==> src/rtl/dragon_body_pkg.sv <==
// +----------------------------------------------------------------------------+
// | dragon_body_pkg                                                            |
// | Shared constants and types for the dragon body tracker.                    |
// | Revision: 1.0                                                              |
// +----------------------------------------------------------------------------+
`default_nettype none

package dragon_body_pkg;

   localparam int LOC_W                = 8;
   localparam int DIR_W                = 2;
   localparam int DEFAULT_MAX_SEGMENTS = 15;

   typedef enum logic [DIR_W-1:0] {
      UP    = 2'd0,
      RIGHT = 2'd1,
      DOWN  = 2'd2,
      LEFT  = 2'd3
   } dir_t;

endpackage

`default_nettype wire

==> src/rtl/dragon_body_segment_match.sv <==
// +----------------------------------------------------------------------------+
// | segment_match                                                              |
// | Combinational any-hit compare of one location against a masked array.      |
// | Revision: 1.0                                                              |
// +----------------------------------------------------------------------------+
`default_nettype none

module segment_match
   import dragon_body_pkg::*;
#(
   parameter int N = DEFAULT_MAX_SEGMENTS
) (
   input  logic [LOC_W-1:0]   i_loc,
   input  logic [LOC_W*N-1:0] i_locs,
   input  logic [N-1:0]       i_mask,
   output logic               o_hit
);

   logic [N-1:0] w_eq;

   generate
      for (genvar i = 0; i < N; i++) begin : g_cmp
         assign w_eq[i] = i_mask[i] && (i_locs[LOC_W*i +: LOC_W] == i_loc);
      end
   endgenerate

   assign o_hit = |w_eq;

endmodule

`default_nettype wire

==> src/rtl/dragon_body.sv <==
// +----------------------------------------------------------------------------+
// | dragon_body                                                                |
// | Shift-register body tracker with length control and collision detect.    |
// | Optional macro: DRAGON_SELF_COLLIDE_EN enables self-collision detection.  |
// | Revision: 1.0                                                              |
// +----------------------------------------------------------------------------+
`default_nettype none

module dragon_body
   import dragon_body_pkg::*;
#(
   parameter int               MAX_SEGMENTS = DEFAULT_MAX_SEGMENTS,
   parameter int               INIT_LEN     = 2,
   parameter logic [LOC_W-1:0] START_LOC    = 8'h77
) (
   input  logic                        frame_clk,
   input  logic                        rst_n,
   input  logic                        move_valid,
   input  logic [LOC_W-1:0]            head_location,
   input  logic [1:0]                  head_direction,
   input  logic                        grow,
   input  logic                        shrink,
   input  logic [LOC_W-1:0]            player_location,
   output logic [3:0]                  body_length,
   output logic [LOC_W*MAX_SEGMENTS-1:0] segment_locations,
   output logic [2*MAX_SEGMENTS-1:0]   segment_directions,
   output logic [MAX_SEGMENTS-1:0]     segment_valid,
   output logic [LOC_W-1:0]            head_q,
   output logic                        player_hit,
   output logic                        self_collision,
   output logic                        dragon_dead
);

   localparam logic [3:0] c_max_len  = 4'(MAX_SEGMENTS);
   localparam logic [3:0] c_init_len = 4'(INIT_LEN);

   logic [LOC_W-1:0]              r_head;
   dir_t                          r_head_dir;
   logic [LOC_W*MAX_SEGMENTS-1:0] r_seg_loc;
   logic [2*MAX_SEGMENTS-1:0]     r_seg_dir;
   logic [3:0]                    r_len;
   logic                          r_dead;
   logic                          r_player_hit;

   logic                          w_move;
   logic [LOC_W*MAX_SEGMENTS-1:0] w_shift_loc;
   logic [2*MAX_SEGMENTS-1:0]     w_shift_dir;
   logic [MAX_SEGMENTS-1:0]       w_valid;
   logic [3:0]                    w_len_mv;
   logic [3:0]                    w_len_nx;
   logic                          w_dead_nx;
   logic                          w_player_hit;

   assign w_move = move_valid && !r_dead;

   // Slot 0 takes the old head; every slot shifts regardless of validity.
   generate
      for (genvar i = 0; i < MAX_SEGMENTS; i++) begin : g_slot
         if (i == 0) begin : g_first
            assign w_shift_loc[0 +: LOC_W] = r_head;
            assign w_shift_dir[0 +: 2]     = r_head_dir;
         end else begin : g_rest
            assign w_shift_loc[LOC_W*i +: LOC_W] = r_seg_loc[LOC_W*(i-1) +: LOC_W];
            assign w_shift_dir[2*i +: 2]         = r_seg_dir[2*(i-1) +: 2];
         end
         assign w_valid[i] = (4'(i) < r_len);
      end
   endgenerate

`ifdef DRAGON_SELF_COLLIDE_EN
   logic                    r_self_coll;
   logic                    w_self_hit;
   logic [MAX_SEGMENTS-1:0] w_valid_nx;

   generate
      for (genvar i = 0; i < MAX_SEGMENTS; i++) begin : g_mask_nx
         assign w_valid_nx[i] = (4'(i) < w_len_mv);
      end
   endgenerate

   segment_match #(.N(MAX_SEGMENTS)) u_self_match (
      .i_loc  (head_location),
      .i_locs (w_shift_loc),
      .i_mask (w_valid_nx),
      .o_hit  (w_self_hit)
   );

   always_ff @(posedge frame_clk or negedge rst_n) begin
      if (!rst_n) r_self_coll <= 1'b0;
      else        r_self_coll <= w_move && w_self_hit;
   end

   assign self_collision = r_self_coll;
`else
   assign self_collision = 1'b0;
`endif

   always_comb begin
      w_len_mv  = r_len;
      w_dead_nx = r_dead;
      if (w_move) begin
         if (grow && !shrink) begin
            if (r_len != c_max_len) w_len_mv = r_len + 4'd1;
         end else if (shrink && !grow) begin
            if (r_len == 4'd1) w_dead_nx = 1'b1;
            else               w_len_mv  = r_len - 4'd1;
         end
      end
      w_len_nx = w_len_mv;
`ifdef DRAGON_SELF_COLLIDE_EN
      // A collision pulse costs one segment, stacked on any move change.
      if (r_self_coll && !r_dead) begin
         if (w_len_mv == 4'd1) w_dead_nx = 1'b1;
         else                  w_len_nx  = w_len_mv - 4'd1;
      end
`endif
   end

   segment_match #(.N(MAX_SEGMENTS + 1)) u_player_match (
      .i_loc  (player_location),
      .i_locs ({r_seg_loc, r_head}),
      .i_mask ({w_valid, 1'b1}),
      .o_hit  (w_player_hit)
   );

   always_ff @(posedge frame_clk or negedge rst_n) begin
      if (!rst_n) begin
         r_head       <= START_LOC;
         r_head_dir   <= UP;
         r_seg_loc    <= {MAX_SEGMENTS{START_LOC}};
         r_seg_dir    <= '0;
         r_len        <= c_init_len;
         r_dead       <= 1'b0;
         r_player_hit <= 1'b0;
      end else begin
         r_player_hit <= w_player_hit;
         r_len        <= w_len_nx;
         r_dead       <= w_dead_nx;
         if (w_move) begin
            r_head     <= head_location;
            r_head_dir <= dir_t'(head_direction);
            r_seg_loc  <= w_shift_loc;
            r_seg_dir  <= w_shift_dir;
         end
      end
   end

   assign body_length        = r_len;
   assign segment_locations  = r_seg_loc;
   assign segment_directions = r_seg_dir;
   assign segment_valid      = w_valid;
   assign head_q             = r_head;
   assign player_hit         = r_player_hit;
   assign dragon_dead        = r_dead;

endmodule

`default_nettype wire

==> config.mk <==
export PLATFORM = sky130hd
export DESIGN_NAME = dragon_body
export DESIGN_NICKNAME = d
export VERILOG_FILES = /design/src/rtl/dragon_body_pkg.sv /design/src/rtl/dragon_body_segment_match.sv /design/src/rtl/dragon_body.sv
export SDC_FILE = /design/constraint.sdc
export NUM_CORES = 1
export LEC_CHECK = 0
export CAP_MARGIN = 20
export CELL_PAD_IN_SITES_DETAIL_PLACEMENT = 1
export CELL_PAD_IN_SITES_GLOBAL_PLACEMENT = 1
export CORE_UTILIZATION = 33
export DETAILED_ROUTE_END_ITERATION = 16
export PLACE_DENSITY = 0.74
export SYNTH_ARGS = -nofsm -noshare
export SYNTH_HDL_FRONTEND = slang
export SYNTH_SLANG_ARGS = --single-unit
==> constraint.sdc <==
create_clock -name frame_clk -period 2.5 [get_ports frame_clk]
set_clock_uncertainty 0.05 [all_clocks]
set_input_delay 0.5 -clock frame_clk [delete_from_list [all_inputs] [get_ports frame_clk]]
set_output_delay 0.5 -clock frame_clk [all_outputs]
set_load 0.01 [all_outputs]
==> key figures, run 1 <==
Run status
  • Run status: complete, but fails checks
  • Failing checks: negative hold slack

STA
  • Final min period: between 2 and 2.5 ns
  • Final worst-path cycle share: a little over nine tenths
  • RSZ-0062 raised after global routing: false
  • Count of final setup violators: 0
  • Pins over their slew limit: 0
  • Setup TNS Final: 0 ns
  • Hold Vio Cnt, Final: 4
  • Slew headroom: between 50% and 60%
  • F_max: approximately 400 MHz
  • Least-Margin Pin Slew: about 0.62 ns
  • Hold_ws: -0.00837 ns

Power
  • Cell Pwr Density: between 1500 and 2000 mW/mm^2
  • Seq pwr share: 38.6%
  • Internal power: around 11 mW
  • Logic pwr share: between 40% and 50%
  • Net switching power figure: 6.15 mW
  • P_leak: 4.43 nW
  • Sw frac: about 36%
  • Clk pwr share: 16.3%
  • Total power: 17.1 mW
  • Maximum vdd drop: ~0.61 mV

Layout
  • Filler Cell Count: 2,499
  • Fraction of layout cells with a size suffix above 1: about two fifths
  • Layout area overhead: 39.3%
  • ANT cells: 0
  • Post-route non-filler standard cell count: roughly 1.1k
  • Most common cell after layout, fill and taps aside: clkdlybuf4s50_1
  • Most frequent cells in the layout: clkdlybuf4s50_1 (191), mux2_2 (160), dfstp_2 (97)
  • Final nets: ~830

Global route
  • Total track usage: 20.2%
  • Initial antenna violation count: 0
  • Pin count of the biggest net entering global routing: 66
  • Number of global-route vias before repair: roughly 6.0k
  • Gr ovfl total: 0
  • First-pass GRT wire length: between 30,000 and 40,000 um

Clock network
  • Clock latency on the worst-skew pair: around 0.45 ns
  • Sink Count: between 150 and 200
  • Worst-path clk slew: ~0.07 ns
  • Hold Buf Count CTS: 0
  • CTS H-Tree Depth: 4
  • Total CTS buffers: 17
  • Longest Clk Path Bufs: 2
  • CTS Root Cell: clkbuf_16
  • CTS tree: yes

Critical path
  • Worst-path fanout max: 7
  • Crit path launch type: register
  • Reg-to-reg setup timing slack: approximately 0.33 ns
  • Critical path class: register to output pin
  • R2r worst-path depth: 8
  • Worst Path Arrival: ~1.9 ns
  • Worst r2r src: body_length[1]
  • Crit end category: output pin
  • R2R Path End: player_hit
  • CP required: slightly below 2 ns

Run
  • Max-cap viol count: 0

Detailed routing
  • Post-route DRC: 0
  • Drt first-iter violations: slightly above 200
  • Vias/cell: between 4 and 5
  • Drt wl/cell: around 22 um
  • Post-route ant nets: 0
  • Pre-antenna DRT Iters: 4
  • Final wirelength: about 25,000 um
  • Routed vias: approximately 5.5k

Placed design
  • IO Port Bufs: approximately 200
  • Final HPWL DP: 18,000 um
  • Placed cells: between 1k and 1.5k
  • GP Congestion: between 0.7 and 0.8

Die
  • Die ar.: 0.0252 mm^2
  • Initial Util: approximately 33%
  • Die Span X: ~160 um
  • FP Rows: 57
  • Placeable Area: approximately 0.024 mm^2
  • Die Height: about 160 um
  • # IOs: about 200

Synthesis
  • Syn Nets: 620
  • Register area share after synthesis: 52.7%
  • Synth top area cells: dfstp_2 (31%), mux2_2 (22%), dfrtp_1 (21%)
  • Mapped Cells: a little under 600
  • #FFs+latches synth: ~170
  • Distinct cells, synth: between 40 and 50
  • Yosys top cell area share: a little under a third
  • Avg Synthesized Cell Area: about 14 um^2
  • Cell accounting for the most synthesized area: dfstp_2
  • Yosys warns: 0
  • Synthesized cell area: 0.00812 mm^2

Worst hold path
  • Worst min-delay path category: input pin to async pin
## registers in the layout, summed over array words and instances, names as in the netlist
| signal | flops |
|---|---|
| r_head_dir | 2 |
| segment_locations | 120 |
| segment_directions | 30 |
| head_q | 8 |
| dragon_dead | 1 |
| player_hit | 1 |
| body_length | 4 |
## cell type report
| class | instances | area, um^2 | area share, % |
|---|---|---|---|
| Sequential cell | 166 | 4280 | 37.8 |
| Multi-Input combinational cell | 382 | 3590 | 31.7 |
| Timing Repair Buffer | 232 | 2400 | 21.2 |
| Clock buffer | 17 | 425 | 3.76 |
| Tap cell | 324 | 405 | 3.59 |
| Clock inverter | 15 | 191 | 1.69 |
| Inverter | 5 | 18.8 | 0.166 |
## cells by family (layout without fill, tap and decap cells)
logic type / count (synthesis) / in the layout / share of synthesized area (%)
adders and majority gates: 5 / 5 / 0.771
buffers and inverters: 44 / 269 / 3.70
muxes: 160 / 160 / 22.2
DFF: 166 / 166 / 52.7
and+or+nand+nor: 62 / 62 / 4.55
xor gates and xnor gates: 132 / 132 / 14.3
other: 1 / 1 / 0.0462
AOI/OAI and AO/OA: 22 / 22 / 1.74
## worst max-delay path, cell delays in order, from the launching register on
cell             delay (ns)
dfstp_2                0.53
buf_4                  0.15
a21o_1                 0.21
clkdlybuf4s50_1        0.56
## how the worst max path moves through the flow
| stage | start | endpoint | slack (ns) | cells past startpoint |
|---|---|---|---|---|
| finish | body_length[1] | segment_valid[5] | 0.06 | 3 |
| global route | body_length[1] | segment_valid[5] | 0.02 | 3 |
| CTS | body_length[2] | segment_valid[13] | 0.002 | 3 |
| detailed placement | player_location[0] | player_hit | -0.003 | 9 |
| global placement | player_location[0] | player_hit | 0.01 | 8 |
| floorplan | body_length[0] | player_hit | 0.48 | 7 |
## repair_timing
action | 4_1_cts | 5_1_grt
gates resized for setup | 21 | 4
endpoints found under the hold margin | 0 | 0
endpoints found under the setup margin | 10 | 2
setup buffers | 1 | 0
## synth_stat cells
cell type,n
or3_4,1
o211ai_1,1
nand2_1,5
buf_6,8
nand4b_1,1
nor2b_1,1
a21o_1,2
a41oi_1,1
dfstp_2,97
nand3_1,12
or4_1,1
or2_1,1
ha_1,5
buf_8,1
o22ai_1,1
nand3_2,1
xor2_1,59
xnor2_1,72
xor2_2,1
o21a_1,2
nand4_1,13
nand2b_1,2
nor2_1,4
inv_1,5
mux2_2,160
nor4_1,16
buf_12,1
nor4_2,1
dfrtp_1,69
clkbuf_1,9
o21ai_0,3
o21bai_1,2
nor3_1,1
a31oi_1,5
conb_1,1
a21oi_1,4
and3_2,1
and3_1,1
buf_4,9
a21boi_0,1
buf_2,11
## layer usage
layer  wire [um]  GRT usage (%)  share of wire [%]
met5           0              0                  0
met1       10800           26.1                 44
met4         330           5.87                1.3
met2       12600           34.5                 51
met3         920           3.58                3.7
## power groups by stage
stage                     Sequential, mW  Combinational, mW  Clock, mW
after detailed placement            6.67               7.70          0
after global routing                6.86               8.19       2.96
after global placement              6.65               7.52          0
after floorplan                     6.57               3.24          0
after CTS                           6.66               7.78       2.87
final                               6.62               7.72       2.80
## through the flow
step                      hold WS (ns)  worst slack, ns  area, um^2  util [%]
after detailed placement         0.447         -0.00297       10700      43.9
final                         -0.00837           0.0584       11300      46.6
after global routing            0.0291           0.0246       11300      46.6
after floorplan                  0.154            0.480        8120         -
after global placement           0.431           0.0136       10700      43.9
after CTS                       0.0154          0.00188       11300      46.6
Power figures use the tool's default switching activity.
==> run 2: changes to the inputs <==
Settings changed: CTS_CLUSTER_SIZE from default to 10, PLACE_DENSITY 0.74 to default, PLACE_DENSITY_LB_ADDON from default to 0.1.
==> key figures, run 2 (synthesized netlist as in run 1, its figures left out) <==
Run status
  • Run status: finished clean

Critical path
  • CP peak stage delay: 0.42 ns (-0.14 ns)
  • Worst-path fanout max: 7 (unchanged)
  • Crit path launch type: register
  • Slowest cell on the critical path: or3_4
  • Crit path cell chain: buf_4 > ha_2 > or3_4 > dlygate4sd2_1
  • Worst setup path startpoint: body_length[1]
  • Worst r2r src: body_length[1]
  • Worst Path Arrival: 1.88 ns (about the same)
  • Reg-to-reg setup timing slack: 0.32 ns (about the same)
  • Crit path max-delay family: buffers and inverters
  • CP Buf/Inv Count: 2 (unchanged)
  • CP required: 1.95 ns (about the same)
  • Critical path class: register to output pin
  • Crit end category: output pin

STA
  • Least-Margin Pin Slew: 0.608 ns (-0.0114 ns)
  • Count of final setup violators: 0 (unchanged)
  • Slew headroom: 59.1% (+0.38 points)
  • Pins over their slew limit: 0 (unchanged)
  • F_max: 412 MHz (+0.48%)
  • Setup TNS Final: 0 ns (unchanged)
  • Final worst-path cycle share: 97.2% (-0.46 points)
  • PnR worst setup slack: 0.0700 ns (+0.0116 ns)
  • RSZ-0062 raised after global routing: false
  • Final min period: 2.43 ns (-0.0116 ns)
  • Hold Vio Cnt, Final: 0 (-4)

Power
  • Net switching power figure: 5.96 mW (-3.1%)
  • Seq pwr share: 38.8% (+0.2 points)
  • Sw frac: 35.2% (-0.62 points)
  • P_leak: 4.47 nW (+0.95%)
  • Maximum vdd drop: 0.632 mV (+3.6%)
  • Cell Pwr Density: 1490 mW/mm^2 (-2.0%)
  • Clk pwr share: 16.1% (-0.2 points)
  • Logic pwr share: 45.1% (about the same)
  • Total power: 16.9 mW (-1.4%)
  • Internal power: 11.0 mW (-0.46%)

Global route
  • First-pass GRT wire length: 38,100 um (-1.1%)
  • Pin count of the biggest net entering global routing: 71 (+7.6%)
  • Total track usage: 19.8% (-0.37 points)
  • Initial antenna violation count: 0 (unchanged)
  • Number of global-route vias before repair: 6,097 (+0.89%)
  • Gr ovfl total: 0 (unchanged)

Detailed routing
  • Pre-antenna DRT Iters: 4 (unchanged)
  • Vias/cell: 4.76 (-1.7%)
  • Drt first-iter violations: 176 (-13%)
  • Post-route DRC: 0 (unchanged)
  • Post-route ant nets: 0 (unchanged)
  • Final wirelength: 24,200 um (-2.1%)
  • Routed vias: 5,442 (-1.4%)
  • Drt wl/cell: 21.1 um (-2.3%)

Worst hold path
  • Worst min-delay path category: register to register
  • Hold path start: dragon_dead

Clock network
  • CTS Root Cell: clkbuf_16
  • Sink Count: 166 (unchanged)
  • CTS tree: yes
  • Total CTS buffers: 17 (unchanged)
  • Longest Clk Path Bufs: 2 (unchanged)
  • CTS H-Tree Depth: 4 (unchanged)
  • Worst-path clk slew: 0.07 ns (about the same)
  • # Post-CTS Setup Buffers: 0 (-1)
  • Clock latency on the worst-skew pair: 0.42 ns (-0.03 ns)

Layout
  • Most frequent cells in the layout: clkdlybuf4s50_1 (191), mux2_2 (160), dfstp_2 (97)
  • Layout area overhead: 40.2%
  • FF+latch area: 0.00428 mm^2 (unchanged)
  • Multi-input logic area: 0.00358 mm^2 (-0.17%)
  • Max reg flops: 120 (unchanged)
  • Fraction of layout cells with a size suffix above 1: 41.3% (about the same)
  • Final Util: 46.9% (+0.30 points)
  • Most common cell after layout, fill and taps aside: clkdlybuf4s50_1
  • Filler Cell Count: 2,513 (+0.56%)
  • ANT cells: 0 (unchanged)
  • Final nets: 835 (+0.36%)
  • Fin area: 0.0114 mm^2 (+0.64%)

Die
  • Placeable Area: 0.0242 mm^2 (unchanged)
  • Die ar.: 0.0252 mm^2 (unchanged)
  • Die Span X: 159 um (unchanged)
  • Die Height: 159 um (unchanged)
  • Initial Util: 33.5% (unchanged)
  • FP Rows: 57 (unchanged)
  • # IOs: 203 (unchanged)

Placed design
  • Dpl ws: -0.120 ns (-0.117 ns)
  • GP Congestion: 0.773 (-2.8%)
  • Post-DP Area: 0.0107 mm^2 (+0.80%)
  • IO Port Bufs: 201 (unchanged)
  • Final HPWL DP: 17,900 um (-0.54%)

Run
  • Max-cap viol count: 0 (unchanged)
-- run 2: path summary, 6_finish.rpt --
| kind | end | depth (start not counted) |
|---|---|---|
| max in group asynchronous | segment_locations[48] | 3 |
| worst min register to register | dragon_dead | 1 |
| worst min-delay path | dragon_dead | 1 |
| worst max-delay path | segment_valid[2] | 4 |
| worst max register to register | player_hit | 8 |
| min in group asynchronous | segment_locations[115] | 2 |
-- run 2: power groups by stage --
stage	sequential, mW	combinational (mW)	clock (mW)
global route	6.84	8.16	2.89
finish	6.56	7.63	2.72
global placement	6.58	7.56	0
CTS	6.62	7.74	2.81
floorplan	6.57	3.24	0
detailed placement	6.64	7.69	0
-- run 2: final cells by class --
class	count	area share, %
timing repair buffer	235	21.9
clock buffer	18	3.86
clock inverter	14	1.46
sequential	166	37.6
inverter	5	0.165
tap	324	3.56
multi-input combinational	382	31.5
-- run 2: metal layers --
metal,track usage (%),vias to the layer above,part of all wire [%]
li1,-,2490,-
met1,25.8,2812,46
met2,33.8,125,50
met3,4.00,15,3.9
met4,4.72,0,0.86
met5,0,-,0
-- run 2: through the flow --
| stage | std cells | hold slack [ns] |
|---|---|---|
| 5_1_grt | 1144 | 0.493 |
| 2_1_floorplan | 592 | 0.154 |
| 4_1_cts | 1144 | 0.468 |
| 3_5_place_dp | 1111 | 0.396 |
| 3_3_place_gp | 1111 | 0.389 |
| 6_report | 1144 | 0.461 |
-- run 2: what timing repair did --
item / CTS / global route
hold endpoints to repair: 34 / 0
hold buffers: 1 / 0
gates resized for setup: 18 / 4
pin swaps: 0 / 0
setup endpoints to repair: 10 / 3
